`src/rtl/reconhecimento_pkg.sv`:
```
// Shared types and sizes for the digit recognizer scoring path.
package reconhecimento_pkg;
  localparam int N        = 11;
  localparam int PIXEL_W  = 8;
  localparam int LINHA_W  = 12;
  localparam int SOMA_W   = 15;
  localparam int DIGITO_W = 4;
  localparam int IDX_W    = 4;

  typedef logic [PIXEL_W-1:0] pixel_t;

  typedef enum logic {
    IDLE,
    SOMA
  } estado_t;
endpackage

```
`src/rtl/soma_linha.sv`:
```
// Combinational sum of one snapshot row (11 pixels of 8 bits into 12 bits).
module soma_linha
  import reconhecimento_pkg::*;
(
  input  pixel_t             linha_i [N-1:0],
  output logic [LINHA_W-1:0] soma_o
);

  always_comb begin
    soma_o = '0;
    for (int c = 0; c < N; c++) begin
      soma_o = soma_o + LINHA_W'(linha_i[c]);
    end
  end

endmodule

```
`src/rtl/acumulador_diferenca.sv`:
```
// Row-serial template-distance scorer; ACUMULADOR_MIN_EN adds a best-match tracker.
// state | meaning
// IDLE  | waiting for start; snapshot taken on accept
// SOMA  | adding one snapshot row per clock, rows 0..10
module acumulador_diferenca
  import reconhecimento_pkg::*;
#(
  parameter int N       = reconhecimento_pkg::N,
  parameter int PIXEL_W = reconhecimento_pkg::PIXEL_W
) (
  input  logic                clk,
  input  logic                rst_n,
  input  logic                start,
  input  logic [DIGITO_W-1:0] digito,
  input  pixel_t              diff_pixel [N-1:0][N-1:0],
`ifdef ACUMULADOR_MIN_EN
  input  logic                limpar,
  output logic                melhor_valido,
  output logic [SOMA_W-1:0]   melhor_soma,
  output logic [DIGITO_W-1:0] melhor_digito,
`endif
  output logic                busy,
  output logic                done,
  output logic [SOMA_W-1:0]   soma,
  output logic [DIGITO_W-1:0] soma_digito
);

  localparam logic [IDX_W-1:0] LINHA_ULT = IDX_W'(N - 1);

  estado_t               estado_q, estado_d;
  logic                  aceitar, concluir;
  pixel_t                snap_q [N-1:0][N-1:0];
  pixel_t                linha_sel [N-1:0];
  logic [IDX_W-1:0]      linha_q;
  logic [SOMA_W-1:0]     acc_q, soma_q, soma_nova;
  logic [DIGITO_W-1:0]   dig_q, soma_dig_q;
  logic                  done_q;
  logic [LINHA_W-1:0]    soma_linha_w;
`ifdef ACUMULADOR_MIN_EN
  logic                  mv_q;
  logic [SOMA_W-1:0]     ms_q;
  logic [DIGITO_W-1:0]   md_q;
`endif

  always_comb begin
    for (int c = 0; c < N; c++) begin
      linha_sel[c] = snap_q[linha_q][c];
    end
  end

  soma_linha u_soma_linha (
    .linha_i (linha_sel),
    .soma_o  (soma_linha_w)
  );

  assign soma_nova = acc_q + SOMA_W'(soma_linha_w);

  always_ff @(posedge clk or negedge rst_n) begin
    if (!rst_n) estado_q <= IDLE;
    else        estado_q <= estado_d;
  end

  always_comb begin
    estado_d = estado_q;
    aceitar  = 1'b0;
    concluir = 1'b0;
    case (estado_q)
      IDLE: if (start) begin
        estado_d = SOMA;
        aceitar  = 1'b1;
      end
      SOMA: if (linha_q == LINHA_ULT) begin
        estado_d = IDLE;
        concluir = 1'b1;
      end
      default: estado_d = IDLE;
    endcase
  end

  always_ff @(posedge clk or negedge rst_n) begin
    if (!rst_n) begin
      for (int r = 0; r < N; r++)
        for (int c = 0; c < N; c++)
          snap_q[r][c] <= '0;
      linha_q    <= '0;
      acc_q      <= '0;
      dig_q      <= '0;
      soma_q     <= '0;
      soma_dig_q <= '0;
      done_q     <= 1'b0;
`ifdef ACUMULADOR_MIN_EN
      mv_q <= 1'b0;
      ms_q <= '0;
      md_q <= '0;
`endif
    end else begin
      done_q <= concluir;
      if (aceitar) begin
        snap_q  <= diff_pixel;
        dig_q   <= digito;
        linha_q <= '0;
        acc_q   <= '0;
      end else if (estado_q == SOMA) begin
        acc_q   <= soma_nova;
        linha_q <= linha_q + 1'b1;
      end
      if (concluir) begin
        soma_q     <= soma_nova;
        soma_dig_q <= dig_q;
      end
`ifdef ACUMULADOR_MIN_EN
      // Clearing takes priority over a result completing on the same edge.
      if (limpar) begin
        mv_q <= 1'b0;
        ms_q <= '0;
        md_q <= '0;
      end else if (concluir && (!mv_q || soma_nova < ms_q)) begin
        mv_q <= 1'b1;
        ms_q <= soma_nova;
        md_q <= dig_q;
      end
`endif
    end
  end

  assign busy        = (estado_q == SOMA);
  assign done        = done_q;
  assign soma        = soma_q;
  assign soma_digito = soma_dig_q;
`ifdef ACUMULADOR_MIN_EN
  assign melhor_valido = mv_q;
  assign melhor_soma   = ms_q;
  assign melhor_digito = md_q;
`endif

endmodule

```
`config.mk`:
```
export PLATFORM = sky130hd
export DESIGN_NAME = acumulador_diferenca
export DESIGN_NICKNAME = d
export VERILOG_FILES = /design/src/rtl/reconhecimento_pkg.sv /design/src/rtl/soma_linha.sv /design/src/rtl/acumulador_diferenca.sv
export SDC_FILE = /design/constraint.sdc
export NUM_CORES = 2
export LEC_CHECK = 0
export ABC_CLOCK_PERIOD_IN_PS = 11200
export CORE_AREA = 3 3 385 387
export DETAILED_ROUTE_END_ITERATION = 16
export DIE_AREA = 0 0 388 390
export PLACE_DENSITY_LB_ADDON = 0.08
export SLEW_MARGIN = 20
export SYNTH_ARGS = -nofsm -noshare
export SYNTH_HDL_FRONTEND = slang
export SYNTH_HIERARCHICAL = 1
export SYNTH_SLANG_ARGS = --single-unit
```
`constraint.sdc`:
```
create_clock -name clk -period 11.2 [get_ports clk]
set_input_delay 1.68 -clock clk [delete_from_list [all_inputs] [get_ports clk]]
set_output_delay 1.68 -clock clk [all_outputs]
set_load 0.02 [all_outputs]
```
# Yosys cells after proc, flatten, opt, wreduce, memory -nomap -nowiden
# Cells that the tools add are included.
# word_totals
regBits	1012
output_inout_bits	21
in_bits	975
word_cells	156
# classes
order_cmp	1
eq_ne	1
add_sub_neg	12
bitwise_logic	1
reduce_logical	1
n_mux	12
# op_table
op	n
$bmux W88 S4	1
$add A12 B8 Y12	9
$mux W88	1
$mux W15	2
$add A15 B12 Y15	1
$add A8 B8 Y9	1
$mux W4	2
$lt A4 B5 Y1 const B	1
$mux W1	5
$add A4 B1 Y4 const B	1
$eq A4 B4 Y1 const B	1
$pmux W1 S2	1
$reduce_bool A2 Y1	1
$not A1 Y1	1

# Logic depth before layout (Yosys ltp)
# depth
word_depth	15
mapped_depth	33
depth_no_buf	30

# Modules after synthesis
# The synthesis kept the hierarchy.
# by_module_without_submodules
mod	area_per_inst_um2	cells_per_inst	n_inst
acumulador_diferenca	45529.9	3080	1
soma_linha	2239.6	225	1

# Least setup slack after synthesis
# No wires, ideal clock.
# synth_path
kind	reg2reg
start	register linha_q[0]
end	register soma_q[11], in the netlist soma[11]
t_required_ns	11.075
t_arrival_ns	6.488
path_slack_ns	4.587
setup_ns	0.125
period_less_slack_ns	6.613
path_stages_with_launch	26
n_path_buf	3
cell_sequence	dfrtp_1 -> buf_4 -> buf_2 -> buf_4 -> mux4_2 -> o21ai_1 -> o21ai_1 -> fa_1 -> fa_1 -> fa_1 -> fa_1 -> inv_1 -> fa_1 -> inv_1 -> ha_1 -> fa_1 -> a21oi_2 -> o21ai_0 -> a21oi_1 -> xnor2_1 -> ha_1 -> a21oi_1 -> o21ai_1 -> o41ai_2 -> xnor2_1 -> mux2_2
# synth_rtl
item	line_no	text
start: declaration	acumulador_diferenca.sv:34	logic [IDX_W-1:0] linha_q;
start signal: assignment	acumulador_diferenca.sv:105	linha_q <= linha_q + 1'b1;
end signal: assignment	acumulador_diferenca.sv:108	soma_q <= soma_nova;
end: declaration	acumulador_diferenca.sv:35	logic [SOMA_W-1:0] acc_q, soma_q, soma_nova;

==> impl_metrics.env <==
export IMPL_synth_compound_area_share_pct=4.30
export IMPL_end_kind="register"
export IMPL_cts_resized_gates=0
export IMPL_slowest_delay_ns=0.83
export IMPL_clock_latency_ns=0.74
export IMPL_slowest_stage="dfrtp_4"
export IMPL_cp_common_cell="fa_1"
export IMPL_io_pin_count=996
export IMPL_start_util_pct=32.9
export IMPL_max_clock_freq_mhz=117
export IMPL_nets=5315
export IMPL_wl_microns=187000
export IMPL_drt_met1_wl_microns=68500
export IMPL_synth_seq_area_share_pct=53.0
export IMPL_syn_inst=3305
export IMPL_cts_tree="done"
export IMPL_worstSetupPathType="reg -> reg"
export IMPL_cts_clk_slew_worst_paths_ns=0.06
export IMPL_grt_pass1_vias=34106
export IMPL_synth_xor_area_share_pct=0.348
export IMPL_holdCritPathClass="reg -> reg"
export IMPL_ys_async_sr_fraction_pct=100
export IMPL_wl_met3_microns=12700
export IMPL_tns_ns=0
export IMPL_synth_fa_ha_area_share_pct=3.79
export IMPL_cts_max_level=3
export IMPL_ant_nets=0
export IMPL_viasPerCell=5.02
export IMPL_die_h_microns=390
export IMPL_synth_edf_count=0
export IMPL_worst_hold_slack_ns=0.460
export IMPL_rsz0062_at_grt="false"
export IMPL_syn2layout_area_growth_pct=33.3
export IMPL_grt_start_max_net_pins=184
export IMPL_cts_sinks=1012
export IMPL_grt_pass1_wl_microns=260000
export IMPL_vias=31608
export IMPL_worstPathArrival_ns=9.17
export IMPL_antenna_found_initial=99
export IMPL_drc=0
export IMPL_hold_buffers=0
export IMPL_synthMuxAreaShare_pct=33.2
export IMPL_hold_depth=2
export IMPL_io_buffers=995
export IMPL_maxCapViolations=0
export IMPL_yosysWarnings=6
export IMPL_highest_layer="met5"
export IMPL_synthDistinctLibCells=54
export IMPL_gp_congestion=0.843
export IMPL_die_area_sq_mm=0.151
export IMPL_hpwl_microns=142000
export IMPL_grt_use_total_pct=24.2
export IMPL_slew_viol_final=0
export IMPL_synth_simple_area_share_pct=2.23
export IMPL_clockRootBuffer="clkbuf_16"
export IMPL_syn_area_sq_mm=0.0478
export IMPL_r2r_cells=25
export IMPL_cp_required_ns=11.85
export IMPL_syn_nets=4382
export IMPL_synth_seq_cells=1012
export IMPL_coreArea_sq_mm=0.145
export IMPL_start_kind="register"
export IMPL_routedWlPerCell_microns=29.6
export IMPL_first_iter_violations=1566
export IMPL_cts_buffer_depth=3
export IMPL_synth_top_family_by_area="multiplexers"
export IMPL_die_w_microns=388
export IMPL_grt_overflow=0
export IMPL_rows=140
export IMPL_period_minus_slack_ns=8.52
export IMPL_finalSetupViolations=0
export IMPL_wl_met2_microns=100000
export IMPL_max_slew_margin_pct=23.0
export IMPL_fin_worst_skew_ns=0.0216
export IMPL_crit_fanout=74
export IMPL_finalCritPeriodShare_pct=76.0
export IMPL_numCtsBuffers=119
export IMPL_status="completed"
export IMPL_hold_violations=0
export IMPL_avgSynthCellArea_sq_um=14.5
export IMPL_drtPass1Iterations=5
export IMPL_post_cts_repair_setup_buffers=0
export IMPL_tightest_slew_ns=1.16
export IMPL_synth_flop_cell="dfrtp_1"
export IMPL_drive_above_1_share_pct=30.7
==> sequential cells by signal, indices dropped and copies added, names as in the netlist <==
name / cells
snap_q: 968
acc_q: 15
soma: 15
dig_q: 4
linha_q: 4
soma_digito: 4
busy: 1
done: 1
==> logic make-up after synthesis <==
kind of cell	Yosys count
multiplexers	1241
flip-flops	1012
AO/OA/AOI/OAI	333
XOR/XNOR	19
AND/OR/NAND/NOR	263
adder cells (fa/ha/maj)	102
buffers and inverters	335
==> worst paths after layout <==
check,startpoint,endpoint,slack (ns)
max,linha_q[1],acc_q[13],2.68
min,dig_q[2],soma_digito[2],0.46
max reg2reg,linha_q[1],acc_q[13],2.68
min reg2reg,dig_q[2],soma_digito[2],0.46
max in group asynchronous,rst_n,snap_q[863],8.09
min in group asynchronous,rst_n,snap_q[513],0.92
==> metal layers <==
metal,up-vias,global-route usage (%)
li1,13910,-
met1,16531,27.3
met2,839,44.9
met3,280,6.95
met4,48,5.93
met5,-,0
==> area by class of cell <==
class | count | area [sq um]
Antenna cell | 43 | 108
Tap cell | 1917 | 2400
Timing Repair Buffer | 1035 | 10500
Fill cell | 13483 | 81600
Multi-Input combinational cell | 1958 | 21000
Inverter | 112 | 420
Clock buffer | 175 | 3500
Clock inverter | 44 | 484
Sequential cell | 1012 | 25300
==> stage by stage <==
step / instances / utilization (%) / setup slack [ns] / cell area [sq um]
6_report: 6296 / 43.8 / 2.68 / 63700
3_5_place_dp: 6034 / 41.0 / 2.50 / 59600
3_3_place_gp: 6034 / 41.0 / 2.54 / 59600
4_1_cts: 6253 / 43.8 / 2.47 / 63600
5_1_grt: 6274 / 43.8 / 2.24 / 63600
2_1_floorplan: 3305 / - / 4.59 / 47800
==> cells in the final DEF (no fill, tap or decap), drive strengths merged, types with 2 or more instances in the layout <==
cell type / n
a21o: 5
a21oi: 15
a22o: 12
a311oi: 2
a31oi: 2
and3: 4
buf: 41
bufinv: 8
clkbuf: 175
clkdlybuf4s50: 994
clkinv: 30
clkinvlp: 3
dfrtp: 1012
diode: 43
fa: 71
ha: 31
inv: 115
mux2: 976
mux2i: 89
mux4: 176
nand2: 229
nand3: 3
nand4: 2
nor2: 14
nor2b: 3
nor3: 3
o211ai: 90
o21a: 2
o21ai: 195
xnor2: 13
xor2: 6
==> synth_stat cells, types with 2 or more instances <==
| master | count | area share [%] |
|---|---|---|
| o21ai_1 | 150 | 1.6 |
| nor3_1 | 2 | 0.021 |
| buf_1 | 7 | 0.055 |
| buf_4 | 18 | 0.28 |
| a311oi_2 | 2 | 0.063 |
| nand2_1 | 229 | 1.8 |
| nor2b_1 | 3 | 0.039 |
| o21ai_0 | 45 | 0.47 |
| a21oi_1 | 13 | 0.14 |
| buf_2 | 135 | 1.4 |
| mux2_2 | 896 | 21 |
| dfrtp_1 | 1012 | 53 |
| clkbuf_1 | 61 | 0.48 |
| mux2_1 | 80 | 1.9 |
| and3_1 | 3 | 0.039 |
| o211ai_1 | 90 | 1.4 |
| xnor2_1 | 13 | 0.24 |
| nand4_1 | 2 | 0.026 |
| mux4_2 | 176 | 8.3 |
| ha_1 | 31 | 0.81 |
| nor2_2 | 2 | 0.026 |
| mux2i_1 | 89 | 1.9 |
| buf_6 | 2 | 0.047 |
| inv_1 | 111 | 0.87 |
| a22o_1 | 12 | 0.22 |
| nor2_1 | 12 | 0.094 |
| fa_1 | 71 | 3.0 |
| nand3_1 | 3 | 0.031 |
| xor2_1 | 6 | 0.11 |
| a21oi_2 | 2 | 0.037 |
| a21o_1 | 4 | 0.063 |
==> critical path, delay by kind of cell (launching register included) <==
| family | cells | cell delay, ns |
|---|---|---|
| flops | 1 | 0.83 |
| compound gates | 10 | 2.40 |
| buf+inv | 4 | 1.01 |
| simple gates | 1 | 0.14 |
| fa+ha+maj | 8 | 3.63 |
| mux | 1 | 0.20 |
| xor+xnor | 1 | 0.10 |
Power is not shown: default switching activity piles up to over one toggle a cycle in this logic, so the estimate is an artifact.
